File: src/rtl/noc_inject_pkg.sv
// Shared definitions for the NoC injection arbiter: flit field positions, ctrl encodings, FSM states.
package noc_inject_pkg;

  localparam int unsigned VALID_BIT = 35;
  localparam int unsigned CTRL_MSB  = 34;
  localparam int unsigned CTRL_LSB  = 32;
  localparam int unsigned HEAD_BIT  = 34;
  localparam int unsigned TAIL_BIT  = 33;

  // Bit positions inside the 3-bit ctrl field
  localparam int unsigned CTRL_HEAD_IDX = 2;
  localparam int unsigned CTRL_TAIL_IDX = 1;

  localparam logic [2:0] CTRL_SINGLE = 3'b110;
  localparam logic [2:0] CTRL_HEAD   = 3'b100;
  localparam logic [2:0] CTRL_BODY   = 3'b000;
  localparam logic [2:0] CTRL_TAIL   = 3'b010;

  typedef enum logic [0:0] {
    IDLE,
    LOCKED
  } state_e;

endpackage

File: src/rtl/noc_rr_picker.sv
// Combinational round-robin picker: first eligible index at or after i_ptr, searching circularly.
module noc_rr_picker #(
  parameter int unsigned NUM_REQ = 4,
  parameter int unsigned PTR_W   = 2
) (
  input  logic [NUM_REQ-1:0] i_elig,
  input  logic [PTR_W-1:0]   i_ptr,
  output logic [NUM_REQ-1:0] o_grant,
  output logic [PTR_W-1:0]   o_idx
);

  logic [PTR_W-1:0] w_j;
  logic             w_found;

  always_comb begin
    o_grant = '0;
    o_idx   = '0;
    w_j     = '0;
    w_found = 1'b0;
    for (int unsigned k = 0; k < NUM_REQ; k++) begin
      w_j = PTR_W'((32'(i_ptr) + k) % NUM_REQ);
      if (!w_found && i_elig[w_j]) begin
        w_found    = 1'b1;
        o_grant[w_j] = 1'b1;
        o_idx      = w_j;
      end
    end
  end

endmodule

File: src/rtl/noc_inject_arbiter.sv
// Packet-atomic round-robin injection arbiter with credit flow control toward one router port.
// Optional per-requester/stall statistics when NOC_INJECT_ARB_STATS_EN is defined.
module noc_inject_arbiter
  import noc_inject_pkg::*;
#(
  parameter int unsigned NUM_REQ   = 4,
  parameter int unsigned DATA_W    = 32,
  parameter int unsigned BUF_DEPTH = 8,
  parameter int unsigned CRED_W    = 4
) (
  input  logic                           i_clk,
  input  logic                           i_rst_n,
  input  logic [NUM_REQ-1:0]             i_req_valid,
  output logic [NUM_REQ-1:0]             o_req_ready,
  input  logic [NUM_REQ*(DATA_W+3)-1:0]  i_req_flit,
  output logic [DATA_W+3:0]              o_channel_out,
  input  logic                           i_flow_ctrl_in,
  output logic [CRED_W-1:0]              o_credit_count,
  output logic                           o_busy,
  output logic                           o_error
`ifdef NOC_INJECT_ARB_STATS_EN
  ,
  output logic [NUM_REQ*16-1:0]          o_stat_flits,
  output logic [15:0]                    o_stat_stall
`endif
);

  localparam int unsigned FLIT_W = DATA_W + 3;
  localparam int unsigned PTR_W  = (NUM_REQ > 1) ? $clog2(NUM_REQ) : 1;
  localparam logic [CRED_W-1:0] CRED_MAX = CRED_W'(BUF_DEPTH);
  localparam logic [PTR_W-1:0]  PTR_LAST = PTR_W'(NUM_REQ - 1);

  state_e              r_state, w_state_nxt;
  logic [PTR_W-1:0]    r_rr_ptr, w_rr_ptr_nxt;
  logic [PTR_W-1:0]    r_owner, w_owner_nxt;
  logic [CRED_W-1:0]   r_credit, w_credit_nxt;
  logic                r_error, w_error_set;
  logic [DATA_W+3:0]   r_channel, w_channel_nxt;

  logic [NUM_REQ-1:0]  w_head, w_tail, w_elig;
  logic [NUM_REQ-1:0]  w_pick_grant, w_grant, w_ready;
  logic [PTR_W-1:0]    w_pick_idx, w_sel_idx, w_sel_inc;
  logic [FLIT_W-1:0]   w_sel_flit;
  logic                w_has_credit, w_send, w_sel_head, w_sel_tail, w_at_max;

  for (genvar gi = 0; gi < NUM_REQ; gi++) begin : g_fields
    assign w_head[gi] = i_req_flit[gi*FLIT_W + DATA_W + CTRL_HEAD_IDX];
    assign w_tail[gi] = i_req_flit[gi*FLIT_W + DATA_W + CTRL_TAIL_IDX];
  end

  assign w_elig = i_req_valid & w_head;

  noc_rr_picker #(
    .NUM_REQ (NUM_REQ),
    .PTR_W   (PTR_W)
  ) u_picker (
    .i_elig  (w_elig),
    .i_ptr   (r_rr_ptr),
    .o_grant (w_pick_grant),
    .o_idx   (w_pick_idx)
  );

  assign w_has_credit = (r_credit != '0);
  assign w_at_max     = (r_credit == CRED_MAX);

  always_comb begin
    w_grant = '0;
    if (r_state == LOCKED) begin
      w_grant[r_owner] = 1'b1;
    end else begin
      w_grant = w_pick_grant;
    end
  end

  assign w_sel_idx  = (r_state == LOCKED) ? r_owner : w_pick_idx;
  assign w_sel_inc  = (w_sel_idx == PTR_LAST) ? '0 : w_sel_idx + 1'b1;
  assign w_sel_flit = i_req_flit[w_sel_idx*FLIT_W +: FLIT_W];
  assign w_sel_head = w_sel_flit[DATA_W + CTRL_HEAD_IDX];
  assign w_sel_tail = w_sel_flit[DATA_W + CTRL_TAIL_IDX];

  // Gated by reset so ready reads 0 while reset is held, not just after the first edge
  assign w_ready     = w_grant & {NUM_REQ{w_has_credit & i_rst_n}};
  assign o_req_ready = w_ready;
  assign w_send      = |(w_ready & i_req_valid);

  always_comb begin
    w_state_nxt  = r_state;
    w_rr_ptr_nxt = r_rr_ptr;
    w_owner_nxt  = r_owner;
    w_error_set  = 1'b0;
    unique case (r_state)
      IDLE: begin
        if (|(i_req_valid & ~w_head)) w_error_set = 1'b1;
        if (w_send) begin
          if (w_sel_tail) begin
            w_rr_ptr_nxt = w_sel_inc;
          end else begin
            w_state_nxt = LOCKED;
            w_owner_nxt = w_sel_idx;
          end
        end
      end
      LOCKED: begin
        if (w_send && w_sel_head) w_error_set = 1'b1;
        if (w_send && w_sel_tail) begin
          w_state_nxt  = IDLE;
          w_rr_ptr_nxt = w_sel_inc;
        end
      end
      default: w_state_nxt = IDLE;
    endcase
    if (i_flow_ctrl_in && !w_send && w_at_max) w_error_set = 1'b1;
  end

  always_comb begin
    w_credit_nxt = r_credit;
    if (w_send && !i_flow_ctrl_in) begin
      w_credit_nxt = r_credit - 1'b1;
    end else if (!w_send && i_flow_ctrl_in && !w_at_max) begin
      w_credit_nxt = r_credit + 1'b1;
    end
  end

  assign w_channel_nxt = w_send ? {1'b1, w_sel_flit} : '0;

  always_ff @(posedge i_clk or negedge i_rst_n) begin
    if (!i_rst_n) begin
      r_state   <= IDLE;
      r_rr_ptr  <= '0;
      r_owner   <= '0;
      r_credit  <= CRED_MAX;
      r_error   <= 1'b0;
      r_channel <= '0;
    end else begin
      r_state   <= w_state_nxt;
      r_rr_ptr  <= w_rr_ptr_nxt;
      r_owner   <= w_owner_nxt;
      r_credit  <= w_credit_nxt;
      r_error   <= r_error | w_error_set;
      r_channel <= w_channel_nxt;
    end
  end

  assign o_channel_out  = r_channel;
  assign o_credit_count = r_credit;
  assign o_busy         = (r_state == LOCKED);
  assign o_error        = r_error;

`ifdef NOC_INJECT_ARB_STATS_EN
  logic [NUM_REQ-1:0][15:0] r_stat_flits;
  logic [15:0]              r_stat_stall;

  always_ff @(posedge i_clk or negedge i_rst_n) begin
    if (!i_rst_n) begin
      r_stat_flits <= '0;
      r_stat_stall <= '0;
    end else begin
      if (w_send) r_stat_flits[w_sel_idx] <= r_stat_flits[w_sel_idx] + 16'd1;
      if (|i_req_valid && !w_has_credit) r_stat_stall <= r_stat_stall + 16'd1;
    end
  end

  assign o_stat_flits = r_stat_flits;
  assign o_stat_stall = r_stat_stall;
`endif

endmodule

File: config.mk
export PLATFORM = sky130hd
export DESIGN_NAME = noc_inject_arbiter
export DESIGN_NICKNAME = d
export VERILOG_FILES = /design/src/rtl/noc_inject_pkg.sv /design/src/rtl/noc_rr_picker.sv /design/src/rtl/noc_inject_arbiter.sv
export SDC_FILE = /design/constraint.sdc
export NUM_CORES = 1
export LEC_CHECK = 0
export CAP_MARGIN = 20
export CORE_MARGIN = 4
export CORE_UTILIZATION = 42
export CTS_CLUSTER_DIAMETER = 50
export CTS_CLUSTER_SIZE = 8
export DETAILED_ROUTE_END_ITERATION = 8
export GPL_TIMING_DRIVEN = 0
export MAX_ROUTING_LAYER = met4
export PLACE_DENSITY_LB_ADDON = 0.08
export SLEW_MARGIN = 20
export SYNTH_ARGS = -nofsm -noshare
export SYNTH_HDL_FRONTEND = slang
export SYNTH_SLANG_ARGS = --single-unit
File: constraint.sdc
create_clock -name i_clk -period 8.8 [get_ports i_clk]
set_input_delay 1.76 -clock i_clk [delete_from_list [all_inputs] [get_ports i_clk]]
set_output_delay 1.76 -clock i_clk [all_outputs]
set_load 0.01 [all_outputs]
==> results of run 1 <==
[final timing paths]
check / from / endpoint
worst max-delay path: i_req_valid[1] / o_req_ready[1]
worst min-delay path: o_error / o_error
worst max register to register: r_rr_ptr[0] / o_credit_count[3]
worst min register to register: o_error / o_error
max in group asynchronous: i_rst_n / o_credit_count[3]
min in group asynchronous: i_rst_n / o_channel_out[19]
[power breakdown]
group | switching [uW] | leakage [uW] | internal, uW
sequential | 42.9 | 0.000601 | 276
clock | 72.4 | 0.0000441 | 55.9
combinational | 502 | 0.00157 | 604
[layout by cell type (no fill, tap or decap), types with 4 or more instances in the layout]
cell type          n
inv_1             19
mux4_2            34
clkbuf_1          11
dfrtp_1           45
a21oi_1            6
nand4_1            4
o21ai_0            5
and2_1             6
nor2b_1           34
a31oi_1            5
mux2i_1            8
buf_6              5
clkbuf_8           5
nand2_1           11
nor2_1             7
ha_1              10
mux2_2             4
clkdlybuf4s50_1  188
nor4_1             4
o21a_1             4
[stage by stage]
stage / util (%) / total power [uW] / instance area [sq um] / worst slack, ps / std cells
floorplan: - / 1085 / 3396 / 3471 / 292
finish: 70.71 / 1553 / 5520 / 2392 / 592
detailed placement: 69.55 / 1431 / 5430 / 2446 / 584
CTS: 70.71 / 1565 / 5520 / 2430 / 592
global placement: 69.36 / 1412 / 5415 / 1929 / 583
global route: 70.71 / 1664 / 5520 / 2351 / 592
[cell usage after synthesis (3+ instances only)]
library cell and number:
mux4_2 34, clkbuf_1 11, and2_1 6, o41ai_1 3
nand2_1 11, o31ai_1 3, ha_1 10, nor3_1 3
o21ai_0 5, mux2i_1 8, nor4_1 4, nand4b_1 3
nand4_1 4, a21o_1 3, a211oi_1 3, nor2_1 7
inv_1 19, mux2_2 4, dfrtp_1 45, nor2b_1 34
o21a_1 4, buf_6 5, a31oi_1 5, a21oi_1 6
o22ai_1 3
[kinds of logic after synthesis]
family	after synthesis	synth area share (%)
compound gates	56	12.38
xor+xnor	2	0.5159
fa+ha+maj	11	4.274
buf+inv	39	5.601
flops	46	33.94
mux	47	26.68
simple gates	91	16.62
[worst max-delay path, stage by stage]
cell and delay [ps]:
clkdlybuf4s50_1 560, and4b_4 290, or4_1 520, buf_2 200
a21o_1 160, o21a_1 180, a311o_1 350, and2_1 160
clkdlybuf4s50_1 470
[sequential cells by signal, summed over array words and instances (netlist names), named ones only]
register,count
r_owner,2
o_channel_out,36
r_rr_ptr,2
o_error,1
o_credit_count,4
[layer usage]
metal,wire [microns],up-vias
met3,981,22
met4,278,0
li1,-,1521
met5,0,-
met1,4208,1616
met2,5667,170
[final cells by class]
class	count	area, sq um	share of cell area [%]
tap	102	127.6	2.312
timing repair buffer	190	1907	34.54
buffer	19	115.1	2.085
inverter	20	75.07	1.360
multi-input combinational	207	2053	37.19
sequential	46	1152	20.87
clock inverter	3	21.27	0.3853
clock buffer	5	68.82	1.247
==> impl_metrics.ini, run 1 <==
[power_and_ir_drop]
power.leakage_uw = 0.002210
power_density_nw_per_um2 = 281.3
ir_drop_uv = 180.5

[timing]
setup_viol = 0
finalCriticalPeriod_ps = 6408
hold_viol = 0
hold_slack_ps = 485.7
setup_tns_ps = 0
relSlewSlack_pct = 49.82
rsz0062_at_grt = no
max_freq_mhz = 156.1
worst_pin_slew_ps = 731.7
fin_skew_ps = 10.53
period_share_pct = 72.82
slew_violations = 0

[logic_synthesis]
yosysSeqAreaShare_pct = 33.94
synth.largest_area_cell = dfrtp_1
ys_top_cells_by_area = dfrtp_1 (33%), mux4_2 (23%), nor2b_1 (6.3%)
ys_ff_latch = 46
ys_warn_count = 0
synthDistinctLibCells = 66
synth_area_sq_um = 3396
synth_edf_count = 0
synth_top_area_share_pct = 33.16
syn_nets = 450
avgSynthCellArea_sq_um = 11.63
synthCells = 292
ys.flop_type = dfrtp_1
async_flop_share_pct = 100.0

[global_routing]
grt_pass1_vias = 3401
grt_use_met2_pct = 39.63
grtUsageMet1_pct = 27.21
grtUsageTotal_pct = 23.26
grt_max_degree = 28
gr-total-overflow = 0
grt_busiest_layer = met2
grt_antenna_before_repair = 0
grt_pass1_wl_mm = 17.30
met3_usage_pct = 5.929

[drt]
vias = 3329
final_antenna_net_count = 0
drcViolationCount = 0
drtIter0Drc = 119
dr.pass1.iters = 4
wl_per_cell_microns = 18.81
detail_route.vias_per_cell = 5.623
routed_wl_mm = 11.14

[critical_path]
worstPathRequired_ps = 7040
rrSetupSlack_ps = 3880
reg2reg_depth = 19
crit_fanout = 10
cp-start-kind = primary input
crit_arrival_ps = 4650
end_kind = output pin
crit_type = in2out

[placed_design]
gp_congestion = 0.9573
hpwl_mm = 9.273
io_buffer_count = 189

[final_layout]
diodes = 0
final.fill_count = 592
drive_gt1_share_pct = 13.27
synthToLayoutAreaGrowth_pct = 62.56
nets = 647

[clock_network]
post-cts-setup-buffers = 0
cts_tree = built
htreeDepth = 2
clk_pin_slew_worst_paths_ps = 90
cts-root-buf = clkbuf_8
worstSkewPairLatency_ps = 300
clk_path_buf_depth = 2
cts_repair_resize_count = 0
clock_sinks = 46
cts-buffers-inserted = 5
cts_hold_buffers = 0

[floorplan]
initial_core_util_pct = 43.49
core-area_sq_um = 7807
fp-row-count = 32
dieWidth_microns = 97.92
chipHeight_microns = 97.92
dieArea_sq_um = 9587
boundaryPins = 193

[hold_path]
holdPathStages = 1
hp-class = reg2reg

[run_status]
run_status = finished, final reports clean

[run]
drv_cap = 0
No activity file was read; power rests on OpenSTA's default activity.
==> run 2, diff against run 1 <==
--- a/config.mk
+++ b/config.mk
@@ -7,7 +7,7 @@
 export LEC_CHECK = 0
 export CAP_MARGIN = 20
 export CORE_MARGIN = 4
-export CORE_UTILIZATION = 42
+export CORE_UTILIZATION = 39
 export CTS_CLUSTER_DIAMETER = 50
 export CTS_CLUSTER_SIZE = 8
 export DETAILED_ROUTE_END_ITERATION = 8
==> constraint.sdc (replaced) <==
create_clock -name i_clk -period 5.9 [get_ports i_clk]
set_input_delay 1.18 -clock i_clk [delete_from_list [all_inputs] [get_ports i_clk]]
set_output_delay 1.18 -clock i_clk [all_outputs]
set_load 0.01 [all_outputs]
==> impl_metrics.ini, run 2 (synthesis results as in run 1) <==
[clock_network]
post-cts-setup-buffers = 0
cts_repair_resize_count = 0
clk_path_buf_depth = 2
clock_sinks = 46
cts-root-buf = clkbuf_8
clk_pin_slew_worst_paths_ps = 90
cts_tree = built
cts_hold_buffers = 0
cts-buffers-inserted = 5
worstSkewPairLatency_ps = 300
htreeDepth = 2

[floorplan]
fp-row-count = 33
dieArea_sq_um = 10260
initial_core_util_pct = 40.71
chipHeight_microns = 101.3
core-area_sq_um = 8341
boundaryPins = 193
dieWidth_microns = 101.3

[timing]
max_freq_mhz = 187.5
finalCriticalPeriod_ps = 5334
slew_violations = 0
setup_viol = 0
worst_pin_slew_ps = 709.6
rsz0062_at_grt = no
fin_skew_ps = 11.66
layout_setup_ws_ps = 565.6
relSlewSlack_pct = 51.34
period_share_pct = 90.41
hold_viol = 0

[global_routing]
grtUsageTotal_pct = 22.13
grt_busiest_layer = met2
grtUsageMet1_pct = 25.99
grt_antenna_before_repair = 0
grt_max_degree = 26
grt_pass1_vias = 3444
grt_pass1_wl_mm = 17.17
met3_usage_pct = 5.165
gr-total-overflow = 0
grt_use_met2_pct = 37.68

[final_layout]
synthToLayoutAreaGrowth_pct = 63.56
final_cell_mix = clkdlybuf4s50_1 (188), dfrtp_1 (45), mux4_2 (34), nor2b_1 (34), inv_1 (19)
final_cells = 595
drive_gt1_share_pct = 13.27
diodes = 0
final.fill_count = 649
final_common_cell = clkdlybuf4s50_1
stdcell_area_sq_um = 5554
utilization_pct = 66.59
largest_register_ff_count = 36
nets = 647

[drt]
final_antenna_net_count = 0
routed_wl_mm = 11.25
drcViolationCount = 0
wl_per_cell_microns = 18.91
drtIter0Drc = 128
dr.pass1.iters = 4
detail_route.vias_per_cell = 5.447
vias = 3241

[critical_path]
path_cells = clkdlybuf4s50_1 > and4_1 > or4_1 > buf_2 > o311ai_0 > o31ai_1 > o211ai_1 > a31oi_1 > buf_4 > buf_6 > or2_2 > inv_1 > ha_1 > a21o_1 > a21o_1 > and3_1 > mux2_2 > mux2i_1
crit_arrival_ps = 5560
end_kind = flop
crit_fanout = 10
worstPathRequired_ps = 6130
crit_type = in2reg
max_stage_delay_ps = 570
cp-start-kind = primary input
cpMostUsedCell = a21o_1
critPathSlowestCell = o311ai_0

[power_and_ir_drop]
power_density_nw_per_um2 = 426.7
ir_drop_uv = 212.6
power.leakage_uw = 0.002228
power_uw = 2370

[run]
drv_cap = 0

[placed_design]
pre_cts_slack_ps = 273.5
gp_congestion = 0.9347
io_buffer_count = 189
dp_cells = 587
hpwl_mm = 9.472
place_area_sq_um = 5441

[hold_path]
hp-class = reg2reg

[run_status]
run_status = finished, final reports clean
==> run 2: worst paths after layout <==
kind                                 start           endpoint  slack, ps  cells after the start
min in group asynchronous          i_rst_n   o_channel_out[9]        880                      1
max reg2reg                    r_rr_ptr[0]  o_credit_count[3]        880                     19
min                                o_error            o_error        490                      1
max in group asynchronous          i_rst_n  o_credit_count[3]       4430                      2
min reg2reg                        o_error            o_error        490                      1
max                        i_req_flit[139]  o_credit_count[3]        570                     18
==> run 2: report_power, final <==
group	internal (uW)	total (uW)	leakage, uW	switching (uW)
clock	127	237	0.0000585	110
combinational	901	1660	0.00157	755
sequential	411	477	0.000601	65.5
==> run 2: metal layers <==
| layer | part of all wire [%] | wire [microns] |
|---|---|---|
| met1 | 38 | 4251 |
| met2 | 51 | 5685 |
| met3 | 9.2 | 1039 |
| met4 | 2.4 | 275 |
| met5 | 0 | 0 |
==> run 2: cell type report <==
| class | count | area [sq um] | area share [%] |
|---|---|---|---|
| multi-input cells | 207 | 2053 | 36.97 |
| repair buffers | 190 | 1914 | 34.47 |
| flip-flops and latches | 46 | 1152 | 20.75 |
| well taps | 105 | 131.4 | 2.365 |
| plain buffers | 19 | 115.1 | 2.073 |
| inverters | 20 | 75.07 | 1.352 |
| clock buffers | 5 | 68.82 | 1.239 |
| clock inverters | 3 | 43.79 | 0.7885 |
==> run 2: worst max-delay path: cells and delay by family <==
family          cells  cell delay, ps
buf+inv             5            1200
compound gates      6            1290
fa+ha+maj           1             220
mux                 2             390
simple gates        4            1260
==> run 2: through the flow <==
step	TNS, ps	hold slack, ps
floorplan	0	504.7
global placement	-212.6	445.0
detailed placement	0	476.8
CTS	0	497.5
global route	0	537.7
finish	0	485.6
